[config.mk]
export PLATFORM = sky130hd
export DESIGN_NAME = pixel_write_buffer
export DESIGN_NICKNAME = d
export VERILOG_FILES = /design/src/rtl/pixel_write_buffer.sv
export SDC_FILE = /design/constraint.sdc
export NUM_CORES = 1
export LEC_CHECK = 0
export BUFFER_PORTS_ARGS = -buffer_cell sky130_fd_sc_hd__buf_2
export CAP_MARGIN = 25
export CORE_ASPECT_RATIO = 1.5
export CORE_MARGIN = 2
export CORE_UTILIZATION = 50
export CTS_BUF_LIST = sky130_fd_sc_hd__clkbuf_4 sky130_fd_sc_hd__clkbuf_8 sky130_fd_sc_hd__clkbuf_16
export DETAILED_ROUTE_END_ITERATION = 8
export GPL_TIMING_DRIVEN = 0
export PLACE_DENSITY_LB_ADDON = 0.05
export SETUP_SLACK_MARGIN = 0.5
export SLEW_MARGIN = 25
export SYNTH_ARGS = -nofsm -noshare
export SYNTH_HDL_FRONTEND = slang
export SYNTH_SLANG_ARGS = --single-unit
[constraint.sdc]
create_clock -name clock -period 7.3 [get_ports clock]
set_input_delay 0.365 -clock clock [delete_from_list [all_inputs] [get_ports clock]]
set_output_delay 0.365 -clock clock [all_outputs]
set_load 0.1 [all_outputs]
[src/rtl/pixel_write_buffer.sv]
// Shader pixel -> framebuffer write FIFO: push-to-m1_write latency 1 cycle when empty; px_ready drops only when full, outputs held under m1_waitrequest.
// Optional out-of-range pixel dropping with sticky bounds_err when PIXEL_BOUNDS_CHECK_EN is defined.
module pixel_write_buffer #(
  parameter logic [31:0] FB_BASE = 32'h0800_0000,
  parameter int          DEPTH   = 16,
  parameter int          H_RES   = 320,
  parameter int          V_RES   = 240
) (
  input  logic        clock,
  input  logic        reset,
  input  logic        px_valid,
  output logic        px_ready,
  input  logic [7:0]  px_row,
  input  logic [8:0]  px_col,
  input  logic [15:0] px_color,
  input  logic        flush,
  output logic        done,
  output logic        busy,
  output logic [31:0] m1_address,
  output logic [15:0] m1_writedata,
  output logic        m1_write,
  input  logic        m1_waitrequest,
  output logic [15:0] stall_cycles,
  output logic        bounds_err
);

  localparam int            PW       = $clog2(DEPTH);
  localparam logic [PW:0]   LP_DEPTH = (PW + 1)'(DEPTH);

  if (DEPTH < 2 || (DEPTH & (DEPTH - 1)) != 0 ||
      H_RES < 1 || H_RES > 512 || V_RES < 1 || V_RES > 256) begin : g_bad_params
    $error("pixel_write_buffer: illegal DEPTH/H_RES/V_RES");
  end

  typedef enum logic [1:0] {S_IDLE, S_DRAIN, S_DONE} state_t;

  logic [47:0]   r_mem [DEPTH];
  logic [PW-1:0] r_wr_ptr;
  logic [PW-1:0] r_rd_ptr;
  logic [PW:0]   r_count;
  logic [15:0]   r_stall;
  state_t        r_state;
  state_t        w_state_nxt;
  logic          w_push;
  logic          w_enq;
  logic          w_pop;
  logic [31:0]   w_addr;
  logic [47:0]   w_head;

  assign px_ready = reset && (r_count < LP_DEPTH);
  assign w_push   = px_valid && px_ready;
  assign w_pop    = m1_write && !m1_waitrequest;
  assign w_addr   = FB_BASE + {14'd0, px_row, px_col, 1'b0};

`ifdef PIXEL_BOUNDS_CHECK_EN
  localparam logic [9:0] LP_H = 10'(H_RES);
  localparam logic [8:0] LP_V = 9'(V_RES);
  logic w_in_range;
  logic r_bounds_err;

  assign w_in_range = ({1'b0, px_col} < LP_H) && ({1'b0, px_row} < LP_V);
  assign w_enq      = w_push && w_in_range;
  assign bounds_err = r_bounds_err;

  always_ff @(posedge clock) begin
    if (!reset) begin
      r_bounds_err <= 1'b0;
    end else if (w_push && !w_in_range) begin
      r_bounds_err <= 1'b1;
    end
  end
`else
  assign w_enq      = w_push;
  assign bounds_err = 1'b0;
`endif

  // Storage is not reset; the head is masked to zero whenever the FIFO is empty.
  always_ff @(posedge clock) begin
    if (w_enq) begin
      r_mem[r_wr_ptr] <= {w_addr, px_color};
    end
  end

  assign w_head       = r_mem[r_rd_ptr];
  assign m1_write     = (r_count != '0);
  assign m1_address   = m1_write ? w_head[47:16] : 32'd0;
  assign m1_writedata = m1_write ? w_head[15:0]  : 16'd0;

  always_ff @(posedge clock) begin
    if (!reset) begin
      r_wr_ptr <= '0;
      r_rd_ptr <= '0;
      r_count  <= '0;
    end else begin
      if (w_enq) r_wr_ptr <= r_wr_ptr + 1'b1;
      if (w_pop) r_rd_ptr <= r_rd_ptr + 1'b1;
      case ({w_enq, w_pop})
        2'b10:   r_count <= r_count + 1'b1;
        2'b01:   r_count <= r_count - 1'b1;
        default: r_count <= r_count;
      endcase
    end
  end

  always_ff @(posedge clock) begin
    if (!reset) begin
      r_stall <= 16'd0;
    end else if (m1_write && m1_waitrequest && (r_stall != 16'hFFFF)) begin
      r_stall <= r_stall + 16'd1;
    end
  end

  assign stall_cycles = r_stall;

  always_ff @(posedge clock) begin
    if (!reset) begin
      r_state <= S_IDLE;
    end else begin
      r_state <= w_state_nxt;
    end
  end

  // A push in the same cycle keeps DRAIN alive even if the FIFO just emptied.
  always_comb begin
    w_state_nxt = r_state;
    case (r_state)
      S_IDLE:  if (flush) w_state_nxt = S_DRAIN;
      S_DRAIN: if ((r_count == '0) && !w_push) w_state_nxt = S_DONE;
      S_DONE:  w_state_nxt = S_IDLE;
      default: w_state_nxt = S_IDLE;
    endcase
  end

  always_comb begin
    done = (r_state == S_DONE);
    busy = (r_count != '0) || (r_state != S_IDLE);
  end

endmodule

### After elaboration in Yosys (flattened, before gate mapping)

Memory sizes are Yosys's and may differ from the RTL's. A register that Yosys moved wholly into a read port is not among the register bits.
Index checks and enable logic that the tools add are counted.

| cells by class | value |
|---|---|
| divide/modulo/power cells | 0 |
| shift operators | 0 |
| $lt $le $gt $ge | 1 |
| bitwise logic cells | 0 |
| equality and inequality tests | 7 |
| multipliers | 0 |
| muxes and demuxes | 10 |
| $add $sub $neg | 6 |
| reduce and logical (&&, ||, !) cells | 15 |

Operators by type and width:

| operator | count |
|---|---|
| 32-bit two-way mux | 1 |
| 28-bit by 18-bit adder with 29-bit output, first input constant | 1 |
| 16-bit by 1-bit adder with 16-bit output, second input constant | 1 |
| 16-bit two-way mux | 1 |
| 16-bit inequality test, second input constant | 1 |
| 5-bit case mux with 2 select lines | 1 |
| 4-bit by 1-bit adder with 4-bit output, second input constant | 2 |
| 4-bit two-way mux | 2 |
| 1-bit logical AND | 6 |
| 5-bit by 1-bit adder with 5-bit output, second input constant | 1 |
| 5-bit zero test | 1 |
| 5-bit less-than comparator, second input constant | 1 |
| 5-bit nonzero test | 1 |
| 5-bit by 1-bit subtractor with 5-bit output, second input constant | 1 |
| 2-bit by 1-bit equality test with 1-bit output, second input constant | 2 |
| 2-bit equality test, second input constant | 2 |
| 2-bit two-way mux | 2 |
| 2-bit inequality test, second input constant | 2 |
| 2-bit case mux with 2 select lines | 1 |
| 2-bit nonzero test | 2 |
| 1-bit zero test | 2 |
| 2-bit zero test | 1 |
| 1-bit two-way mux | 2 |
| 2-bit AND reduction | 1 |
| 1-bit logical OR | 1 |

| storage, ports and cells | value |
|---|---|
| output and inout bits | 69 |
| register bits after elaboration | 31 |
| word-level logic and storage cells | 45 |
| memories | 1 |
| memory bits (read-only) | 0 |
| bits in writable memories | 720 |
| latch bits | 0 |
| bits of input ports | 38 |

Memory list:

| memory | depth | width | read ports | clocked after Yosys merged registers in | wr ports | RTL line | source |
|---|---|---|---|---|---|---|---|
| r_mem | 16 | 45 | 1 | 1 | 1 | 37 | `logic [47:0] r_mem [DEPTH];` |

### Depth between registers and ports, before layout

Gate-level depths: netlist of run 1.

| logic depth | value |
|---|---|
| word-level depth | 7 |
| gate-level depth with buffers | 12 |
| depth with buffers taken out | 10 |

### Least setup slack after synthesis of run 1

OpenSTA, ideal clock, no wires.

| timing path | value |
|---|---|
| kind | register -> register |
| from | register r_count[4] |
| to | memory r_mem[3][0] in the netlist's numbering (enable) |
| cell stages (with the launch flop) | 5 |
| path slack | 3.661 ns |
| data required time | 6.836 ns |
| period minus slack after synthesis | 3.639 ns |
| library setup time | 0.464 ns |
| arrival time | 3.175 ns |
| path buffers | 1 |
| cell sequence | dfxtp_1 -> and3b_1 -> buf_6 -> nand2_1 -> nor3_1 |

| between the ends | value |
|---|---|
| longest elaborated chain between the ends | 5 |

RTL lines:

| element | RTL line | source |
|---|---|---|
| from (decl) | 40 | `logic [PW:0] r_count;` |
| from (signal assigned) | 98 | `2'b10: r_count <= r_count + 1'b1;` |
| from (signal assigned) | 99 | `2'b01: r_count <= r_count - 1'b1;` |
| from (signal assigned) | 100 | `default: r_count <= r_count;` |
| 5-bit less-than comparator | 50 | `assign px_ready = reset && (r_count < LP_DEPTH);` |
| 1-bit logical AND | 50 |  |
| 1-bit logical AND | 51 | `assign w_push = px_valid && px_ready;` |
| 1-bit two-way mux | 79 | `if (w_enq) begin` |
| 1-bit two-way mux (not written as such) | 80 | `r_mem[r_wr_ptr] <= {w_addr, px_color};` |
| to (decl) | 37 |  |

No other way between the ends.

==> impl_metrics.csv, run 1 <==
group,metric,value,unit
timing,finalCritPeriodShare,58.7,%
timing,rsz0062_at_grt,"false",
setup_path,max_stage_delay,0.74,ns
synth,yosysWarnings,0,
synth,synth_area_per_cell,20.9,um2
finish,drive_gt1_share,32.0,%
synth,yosys.area.top_type_share,72.3,%
timing,clock_skew,0.00965,ns
timing,tns,0,ns
setup_path,worst_path_max_delay_cell,"clkbuf_1",
timing,worst_slew_pin_slew,1.02,ns
run_status,status,"finished, final reports clean",
route,wl_per_cell,26.4,um
route,vias_per_cell,5.77,
clock_tree,clkTransAtPathRegs,0.06,ns
setup_path,worstPathRequired,6.93,ns
timing,fin_hold_ws,0.126,ns
timing,setup_slack,3.02,ns
floorplan,core_area,43500,um2
synth,synth_top_cell_by_area,"edfxtp_1",
route,finalWirelength,49200,um
power_and_ir_drop,power.leakage,8.26,nW
synth,netlist_area,21900,um2
clock_tree,hold_buffers,0,
route,wl_met1,20300,um
finish,regArea,16600,um2
finish,antenna_cells,0,
clock_tree,cts_buffer_depth,3,
worst_hold_path,hp-class,"in -> reg",
timing,finalMaxSlewViolations,0,
clock_tree,post_cts_resized,0,
finish,fin_nets,1298,
global_routing,grt_pass1_wl,72700,um
run,cap_violations,0,
setup_path,path_class,"reg -> out",
finish,syn_to_final_growth,17.3,%
synth,syn_inst,1047,
route,met3WireLength,2140,um
synth,synthArstFlopShare,0,%
floorplan,rows,94,
clock_tree,root_buffer,"clkbuf_16",
clock_tree,htreeDepth,2,
global_routing,grt_usage,22.0,%
setup_path,crit_arrival,3.92,ns
route,vias,10800,
floorplan,initial_core_util,50.4,%
setup_path,cp_max_fo,10,
setup_path,crit_chain,"clkbuf_1 -> clkbuf_1 -> clkbuf_1 -> mux4_2 -> mux2i_1 -> o22ai_1 -> buf_2",
synth,yosys_most_used_dff,"edfxtp_1",
timing,hold_viol,0,
placed_design,hpwl,32000,um
finish,fill_cells,3251,
finish,multi_input_area,5130,um2
floorplan,die_x,175,um
timing,period_needed,4.28,ns
setup_path,r2r_cells,12,
setup_path,worstSetupEndpointType,"output port",
clock_tree,cts_tree,"yes",
synth,ys_seq_area_share,75.5,%
route,drcViolationCount,0,
route,first_pass_iters,5,
clock_tree,clock_latency,0.56,ns
placed_design,pre_cts_slack,3.57,ns
global_routing,grt_max_degree,18,
clock_tree,clock-sinks,563,
synth,synth_seq_cells,563,
setup_path,start_kind,"register",
floorplan,die_h,260,um
clock_tree,cts_inserted_buffers,51,
floorplan,pin_count,107,
floorplan,die-area,45600,um2
synth,synth_area_leaders,"edfxtp_1 (72%), mux4_2 (14%), dfxtp_1 (3.2%), mux2i_1 (3.1%), o22ai_1 (0.94%)",
power_and_ir_drop,powerDensity,340,nW/um2
power_and_ir_drop,p_total,8.75,mW
route,ant_nets,0,
synth,synth_edf_count,528,
timing,slew-limit-headroom,32.1,%
global_routing,grt_overflow_total,0,
placed_design,io_buffer_count,90,
route,wl_met2,25500,um
route,top_layer,"met5",
synth,synth_cell_types,53,
setup_path,cp_common_cell,"clkbuf_1",
finish,final_util,59.1,%
timing,clock.fmax,233,MHz
worst_hold_path,hold_depth,3,
clock_tree,post_cts_buffers,0,
route,first_iter_violations,955,
placed_design,gp_congestion,0.759,
power_and_ir_drop,peakVddDrop,0.423,mV
global_routing,antenna_found_initial,1,
global_routing,grt_pass1_vias,11300,
timing,setup_viol,0,
registers in the layout, summed over array words and instances, names as in the netlist, named ones only:
name          cells
r_mem           528
stall_cycles     16
r_count           5
r_rd_ptr          4
r_wr_ptr          4
r_state           2
final timing paths:
kind | from | end | slack [ns]
setup / recovery | register | m1_address[3] | 3.02
hold / removal | flush | r_state[0] | 0.13
hold reg to reg | r_state[1] | r_state[0] | 0.44
setup reg to reg | r_count[1] | r_count[4] | 4.04
cell usage after synthesis, types with 2 or more instances:
cell type / n
edfxtp_1: 528
mux4_2: 132
mux2i_1: 67
dfxtp_1: 35
o22ai_1: 33
clkbuf_1: 28
nand2_1: 24
and2_1: 21
buf_2: 21
nor2_1: 20
buf_4: 16
xor2_1: 13
nor3_1: 10
ha_1: 9
nand3_1: 7
xnor2_1: 6
a21boi_0: 5
buf_1: 5
inv_1: 5
nand4_1: 5
nor4_1: 5
o21ai_0: 5
nor4b_1: 4
nand2b_1: 3
nand3b_1: 3
nor2b_1: 3
nor3b_1: 3
or3_1: 3
a21oi_1: 2
a31oi_1: 2
o41ai_1: 2
report_power, final:
part	switching, mW	internal (mW)
Clock	1.13	1.49
Combinational	1.93	0.585
Sequential	0.0258	3.58
through the flow:
stage / instance area (um2) / std cells
floorplan: 22000 / 1061
global placement: 23100 / 1727
detailed placement: 24100 / 1774
CTS: 25700 / 1865
global route: 25700 / 1865
finish: 25700 / 1865
cell type report:
class                      instances  area share, %
buffer                            72           1.44
tap                              576           2.80
clock buffer                      67           5.62
clock inverter                    24          0.715
inverter                           6         0.0876
sequential                       563           64.4
multi-input combinational        420           20.0
timing repair buffer             137           4.96
metal layers:
metal | up-vias | global-route usage [%]
met5 | - | 0
met4 | 2 | 6.30
met3 | 81 | 3.21
met2 | 262 | 38.6
met1 | 5719 | 29.0
li1 | 4697 | -
logic make-up (layout without fill, tap and decap cells):
logic type      after synthesis  in the layout  synth area share, %
compound gates               59             59                 1.78
other cells                   1             15               0.0171
flops                       563            563                 75.5
buf+inv                      78            306                 1.77
simple gates                118            118                 2.94
fa+ha+maj                     9              9                0.514
xor+xnor                     19             19                0.759
mux                         200            200                 16.7
critical path: cells and delay by family, from the launching register on:
family / cells / cell delay [ns]
buf+inv: 4 / 2.23
mux: 2 / 0.43
compound gates: 1 / 0.37
flops: 1 / 0.31
cell usage in the layout, fill, tap and decap left out, drive strengths merged, types with 10 or more instances in the layout:
master,count
edfxtp,528
buf,180
mux4,132
clkbuf,96
mux2i,67
dfxtp,35
o22ai,33
nand2,24
and2,21
nor2,21
clkinv,20
conb,15
xor2,13
nor3,10
Power figures use the tool's default switching activity.
==> inputs of run 2 (changes only) <==
==> constraint.sdc (replaced) <==
create_clock -name clock -period 3.5 [get_ports clock]
set_input_delay 0.175 -clock clock [delete_from_list [all_inputs] [get_ports clock]]
set_output_delay 0.175 -clock clock [all_outputs]
set_load 0.1 [all_outputs]
==> run 2 against run 1 <==
  * Combinational power up 130%
  * Wire length shrank 1.2%
  * Sequential power grew 110%
  * Worst setup slack got worse by 2.5 ns
  * Global-route usage decreased by 0.23 points
  * Sequential cell count stayed put
  * Count of clock-buffer cells in the layout unchanged
  * Largest power group unchanged
==> impl_metrics.csv, run 2 (synthesis gave the netlist of run 1 again) <==
group,metric,value,unit
run_status,status,"finished, final reports clean",
finish,fin_nets,1328,
clock_tree,clkTransAtPathRegs,0.07,ns
finish,stdcell_count,1895,
timing,period_needed,2.96,ns
finish,syn_to_final_growth,21.0,%
route,vias,10900,
global_routing,grt_pass1_vias,11300,
finish,multi_input_area,5200,um2
power_and_ir_drop,p_total,19.0,mW
timing,worst_slew_pin_slew,0.702,ns
route,first_pass_iters,5,
worst_hold_path,hp-class,"in -> reg",
floorplan,die_h,260,um
power_and_ir_drop,p_sw,6.54,mW
power_and_ir_drop,swShare,34.3,%
timing,fin_hold_ws,0.118,ns
floorplan,die-area,45600,um2
clock_tree,cts_inserted_buffers,51,
clock_tree,htreeDepth,2,
route,vias_per_cell,5.73,
floorplan,initial_core_util,50.4,%
finish,antenna_cells,0,
timing,clock_skew,0.0160,ns
finish,fill_cells,3172,
timing,setup_viol,0,
global_routing,grt_pass1_wl,72200,um
timing,slew-limit-headroom,53.1,%
finish,regArea,16600,um2
global_routing,grt_overflow_total,0,
global_routing,antenna_found_initial,0,
placed_design,numPlacedInstances,1763,
route,wl_per_cell,25.7,um
finish,final_area,26500,um2
setup_path,worstSetupEndpointType,"output port",
timing,clock.fmax,338,MHz
power_and_ir_drop,seqPwrFrac,39.5,%
finish,regMostFlops,"r_mem",
timing,setup_slack,0.541,ns
global_routing,grt_usage,21.8,%
finish,largest_register_ffs,528,
finish,final_cell_mix,"edfxtp_1 (528), mux4_2 (132), buf_2 (65)",
clock_tree,cts_buffer_depth,3,
finish,final_util,60.9,%
placed_design,hpwl,31900,um
route,ant_nets,0,
clock_tree,clock_latency,0.57,ns
clock_tree,cts_tree,"yes",
floorplan,core_area,43500,um2
power_and_ir_drop,peakVddDrop,0.555,mV
route,first_iter_violations,760,
setup_path,cp_max_fo,10,
finish,drive_gt1_share,33.3,%
power_and_ir_drop,powerDensity,718,nW/um2
setup_path,start_kind,"register",
placed_design,io_buffer_count,90,
finish,layout_commonest_cell,"edfxtp_1",
placed_design,place_area,24100,um2
power_and_ir_drop,combPwrFrac,30.8,%
global_routing,grt_max_degree,19,
route,drcViolationCount,0,
route,finalWirelength,48700,um
clock_tree,clock-sinks,563,
placed_design,pre_cts_slack,0.0455,ns
setup_path,path_class,"reg -> out",
timing,finalMaxSlewViolations,0,
timing,hold_viol,0,
power_and_ir_drop,power.leakage,8.54,nW
timing,tns,0,ns
timing,rsz0062_at_grt,"true",
setup_path,crit_arrival,2.78,ns
clock_tree,root_buffer,"clkbuf_16",
run,cap_violations,0,
power_and_ir_drop,clkPwrFrac,29.8,%
floorplan,rows,94,
setup_path,worstPathRequired,3.32,ns
power_and_ir_drop,internal_power,12.5,mW
placed_design,gp_congestion,0.766,
floorplan,die_x,175,um
timing,finalCritPeriodShare,84.5,%
floorplan,pin_count,107,
-- run 2: changes by cell type in the layout (fill, tap and decap cells not counted), moves of 7 or more --
cell | previous run | this run
buf_2 | 112 | 65
buf_4 | 37 | 49
clkbuf_4 | 12 | 23
buf_8 | 0 | 8
clkinv_2 | 9 | 2
buf_6 | 3 | 29
clkbuf_1 | 26 | 8
dlygate4sd3_1 | 0 | 35
-- run 2: cell type report --
class / instances / area share, %
Buffer: 72 / 2.12
Clock inverter: 24 / 1.04
Sequential cell: 563 / 62.5
Inverter: 6 / 0.0850
Timing Repair Buffer: 167 / 6.59
Multi-Input combinational cell: 420 / 19.6
Tap cell: 576 / 2.72
Clock buffer: 67 / 5.36
-- run 2: metal layers --
layer / GRT usage, % / vias to the layer above / part of all wire [%]
met5: 0 / - / 0
met4: 6.00 / 0 / 2.2
met3: 2.59 / 74 / 4.1
met2: 38.9 / 283 / 53
met1: 28.4 / 5732 / 40
li1: - / 4769 / -
-- run 2: what timing repair did --
item,4_1_cts,5_1_grt
endpoints found under the setup margin,34,31
hold buffers,35,0
buffers inserted,1,5
endpoints found under the hold margin,527,0
resized for setup,103,46
pin swaps,2,4
-- run 2: final timing paths --
check                endpoint  cells past startpoint           start  slack [ns]
min          stall_cycles[14]                      4  m1_waitrequest        0.12
max           m1_writedata[4]                      7        register        0.54
max reg2reg        r_count[4]                     11      r_count[1]        0.61
min reg2reg        r_state[0]                      1      r_state[1]        0.45
-- run 2: power by group through the flow --
stage | Combinational (mW) | Sequential (mW) | Clock [mW]
after floorplan | 4.13 | 7.68 | 0
after global placement | 5.24 | 7.66 | 0
after detailed placement | 5.29 | 7.66 | 0
after CTS | 5.62 | 7.52 | 5.77
after global routing | 6.13 | 7.52 | 6.00
final | 5.86 | 7.52 | 5.67
-- run 2: critical path: stages (launching register included) --
cell,delay [ns]
dfxtp_1,0.34
buf_2,0.20
clkbuf_8,0.24
buf_6,0.22
mux4_2,0.54
mux2i_2,0.27
o22ai_1,0.14
buf_4,0.25
==> inputs of run 3 (changes only) <==
==> constraint.sdc (replaced) <==
create_clock -name clock -period 2.7 [get_ports clock]
set_input_delay 0.135 -clock clock [delete_from_list [all_inputs] [get_ports clock]]
set_output_delay 0.135 -clock clock [all_outputs]
set_load 0.1 [all_outputs]
==> run 3 against run 2 <==
  * The run now ends with setup timing left
  * Combinational power grew 91%
  * Non-clock buffer count grew 45
  * First-iteration DRC count grew 13%
  * Critical path type is now reg -> reg
  * Largest cell class unchanged
  * Largest power group is now combinational cells
==> impl_metrics.csv, run 3 (synthesis gave the netlist of run 1 again) <==
group,metric,value,unit
timing,worst_slew_pin_slew,0.730,ns
route,vias_per_cell,5.64,
clock_tree,cts_inserted_buffers,51,
timing,slew-limit-headroom,50.9,%
worst_hold_path,hp-class,"in -> reg",
placed_design,gp_congestion,0.756,
run_status,violations,"setup timing",
timing,rsz0062_at_grt,"true",
timing,setup_slack,-0.169,ns
floorplan,pin_count,107,
clock_tree,cts_buffer_depth,3,
finish,antenna_cells,0,
route,finalWirelength,49400,um
finish,syn_to_final_growth,30.0,%
finish,final_cell_mix,"edfxtp_1 (528), mux4_2 (132), clkbuf_16 (57)",
global_routing,grt_overflow_total,0,
timing,clock.fmax,349,MHz
power_and_ir_drop,p_total,28.6,mW
global_routing,grt_pass1_wl,74400,um
clock_tree,htreeDepth,2,
route,wl_per_cell,25.4,um
setup_path,path_class,"reg -> reg",
clock_tree,cts_tree,"yes",
timing,clock_skew,0.00673,ns
timing,finalCritPeriodShare,106,%
route,ant_nets,0,
timing,setup_viol,30,
finish,final_util,65.5,%
finish,layout_commonest_cell,"edfxtp_1",
finish,stdcell_count,1943,
floorplan,die_x,175,um
global_routing,grt_max_degree,17,
route,vias,11000,
setup_path,crit_arrival,3.33,ns
clock_tree,clock_latency,0.57,ns
route,drcViolationCount,0,
floorplan,die-area,45600,um2
route,first_pass_iters,5,
global_routing,grt_pass1_vias,11800,
setup_path,cp_max_fo,4,
finish,final_area,28500,um2
run,cap_violations,0,
floorplan,core_area,43500,um2
floorplan,die_h,260,um
setup_path,worstSetupEndpointType,"register",
route,first_iter_violations,857,
setup_path,worstPathRequired,3.16,ns
clock_tree,clkTransAtPathRegs,0.06,ns
power_and_ir_drop,power.leakage,9.21,nW
timing,finalMaxSlewViolations,0,
floorplan,rows,94,
timing,period_needed,2.87,ns
setup_path,start_kind,"register",
placed_design,io_buffer_count,90,
clock_tree,clock-sinks,563,
placed_design,place_area,24600,um2
finish,regMostFlops,"r_mem",
finish,largest_register_ffs,528,
run_status,status,"finished, violations left",
placed_design,numPlacedInstances,1763,
timing,hold_viol,0,
placed_design,hpwl,31600,um
power_and_ir_drop,peakVddDrop,1.24,mV
floorplan,initial_core_util,50.4,%
finish,fin_nets,1373,
clock_tree,root_buffer,"clkbuf_16",
global_routing,antenna_found_initial,0,
global_routing,grt_usage,22.3,%
finish,drive_gt1_share,42.6,%
placed_design,pre_cts_slack,-0.653,ns
power_and_ir_drop,powerDensity,1000,nW/um2
## run 3: changes by cell type in the layout (fill, tap and decap cells not counted), sizes merged
| cell | before | now |
|---|---|---|
| bufinv | 6 | 7 |
| buf | 176 | 219 |
| inv | 7 | 8 |
| clkinv | 14 | 17 |
## run 3: critical path: stages (launching register included)
cell,delay (ns)
dfxtp_4,0.36
or4_4,0.54
o21a_4,0.24
ha_4,0.17
buf_8,0.11
xor2_1,0.14
ha_2,0.20
nor3_1,0.05
o21ai_1,0.10
o41ai_2,0.10
a2111oi_2,0.36
mux2_2,0.37
## run 3: per-layer routing
| layer | routed length, um | vias to the layer above | track usage (%) |
|---|---|---|---|
| met1 | 19000 | 5813 | 27.5 |
| met4 | 816 | 0 | 5.30 |
| met5 | 0 | - | 0 |
| met2 | 27900 | 237 | 41.9 |
| li1 | - | 4867 | - |
| met3 | 1680 | 51 | 2.86 |
## run 3: power by group
group	leakage (nW)	switching, mW	internal (mW)
Clock	0.884	3.11	4.50
Sequential	5.05	0.0776	9.67
Combinational	3.28	6.38	4.85
Total	9.21	9.57	19.0
## run 3: final cells by class
type,instances,area (um2)
tap,576,721
sequential,563,16600
multi-input combinational,420,5900
fill,2947,15000
inverter,6,25.0
clock buffer,65,1460
timing repair buffer,212,2730
clock inverter,29,335
buffer,72,752
## run 3: what timing repair did
| action | 4_1_cts | 5_1_grt |
|---|---|---|
| endpoints found under the setup margin | 330 | 169 |
| gates cloned | 7 | 0 |
| endpoints found under the hold margin | 530 | 0 |
| hold buffers | 35 | 0 |
| resized for setup | 302 | 38 |
| pin swaps | 22 | 9 |
| buffers inserted | 36 | 8 |
## run 3: final timing paths
check	start	to	slack [ns]	cells after the start
setup / recovery	r_count[0]	r_count[4]	-0.17	11
hold / removal	reset	r_count[4]	0.03	3
setup reg to reg	r_count[0]	r_count[4]	-0.17	11
hold reg to reg	r_state[1]	r_state[0]	0.48	1
## run 3: metrics by stage
stage	TNS (ns)	hold WS [ns]
floorplan	-12.29	0.234
global placement	-760.88	0.441
detailed placement	-17.06	0.455
CTS	-4.75	0.0122
global route	-3.68	0.0627
finish	-0.730	0.0288
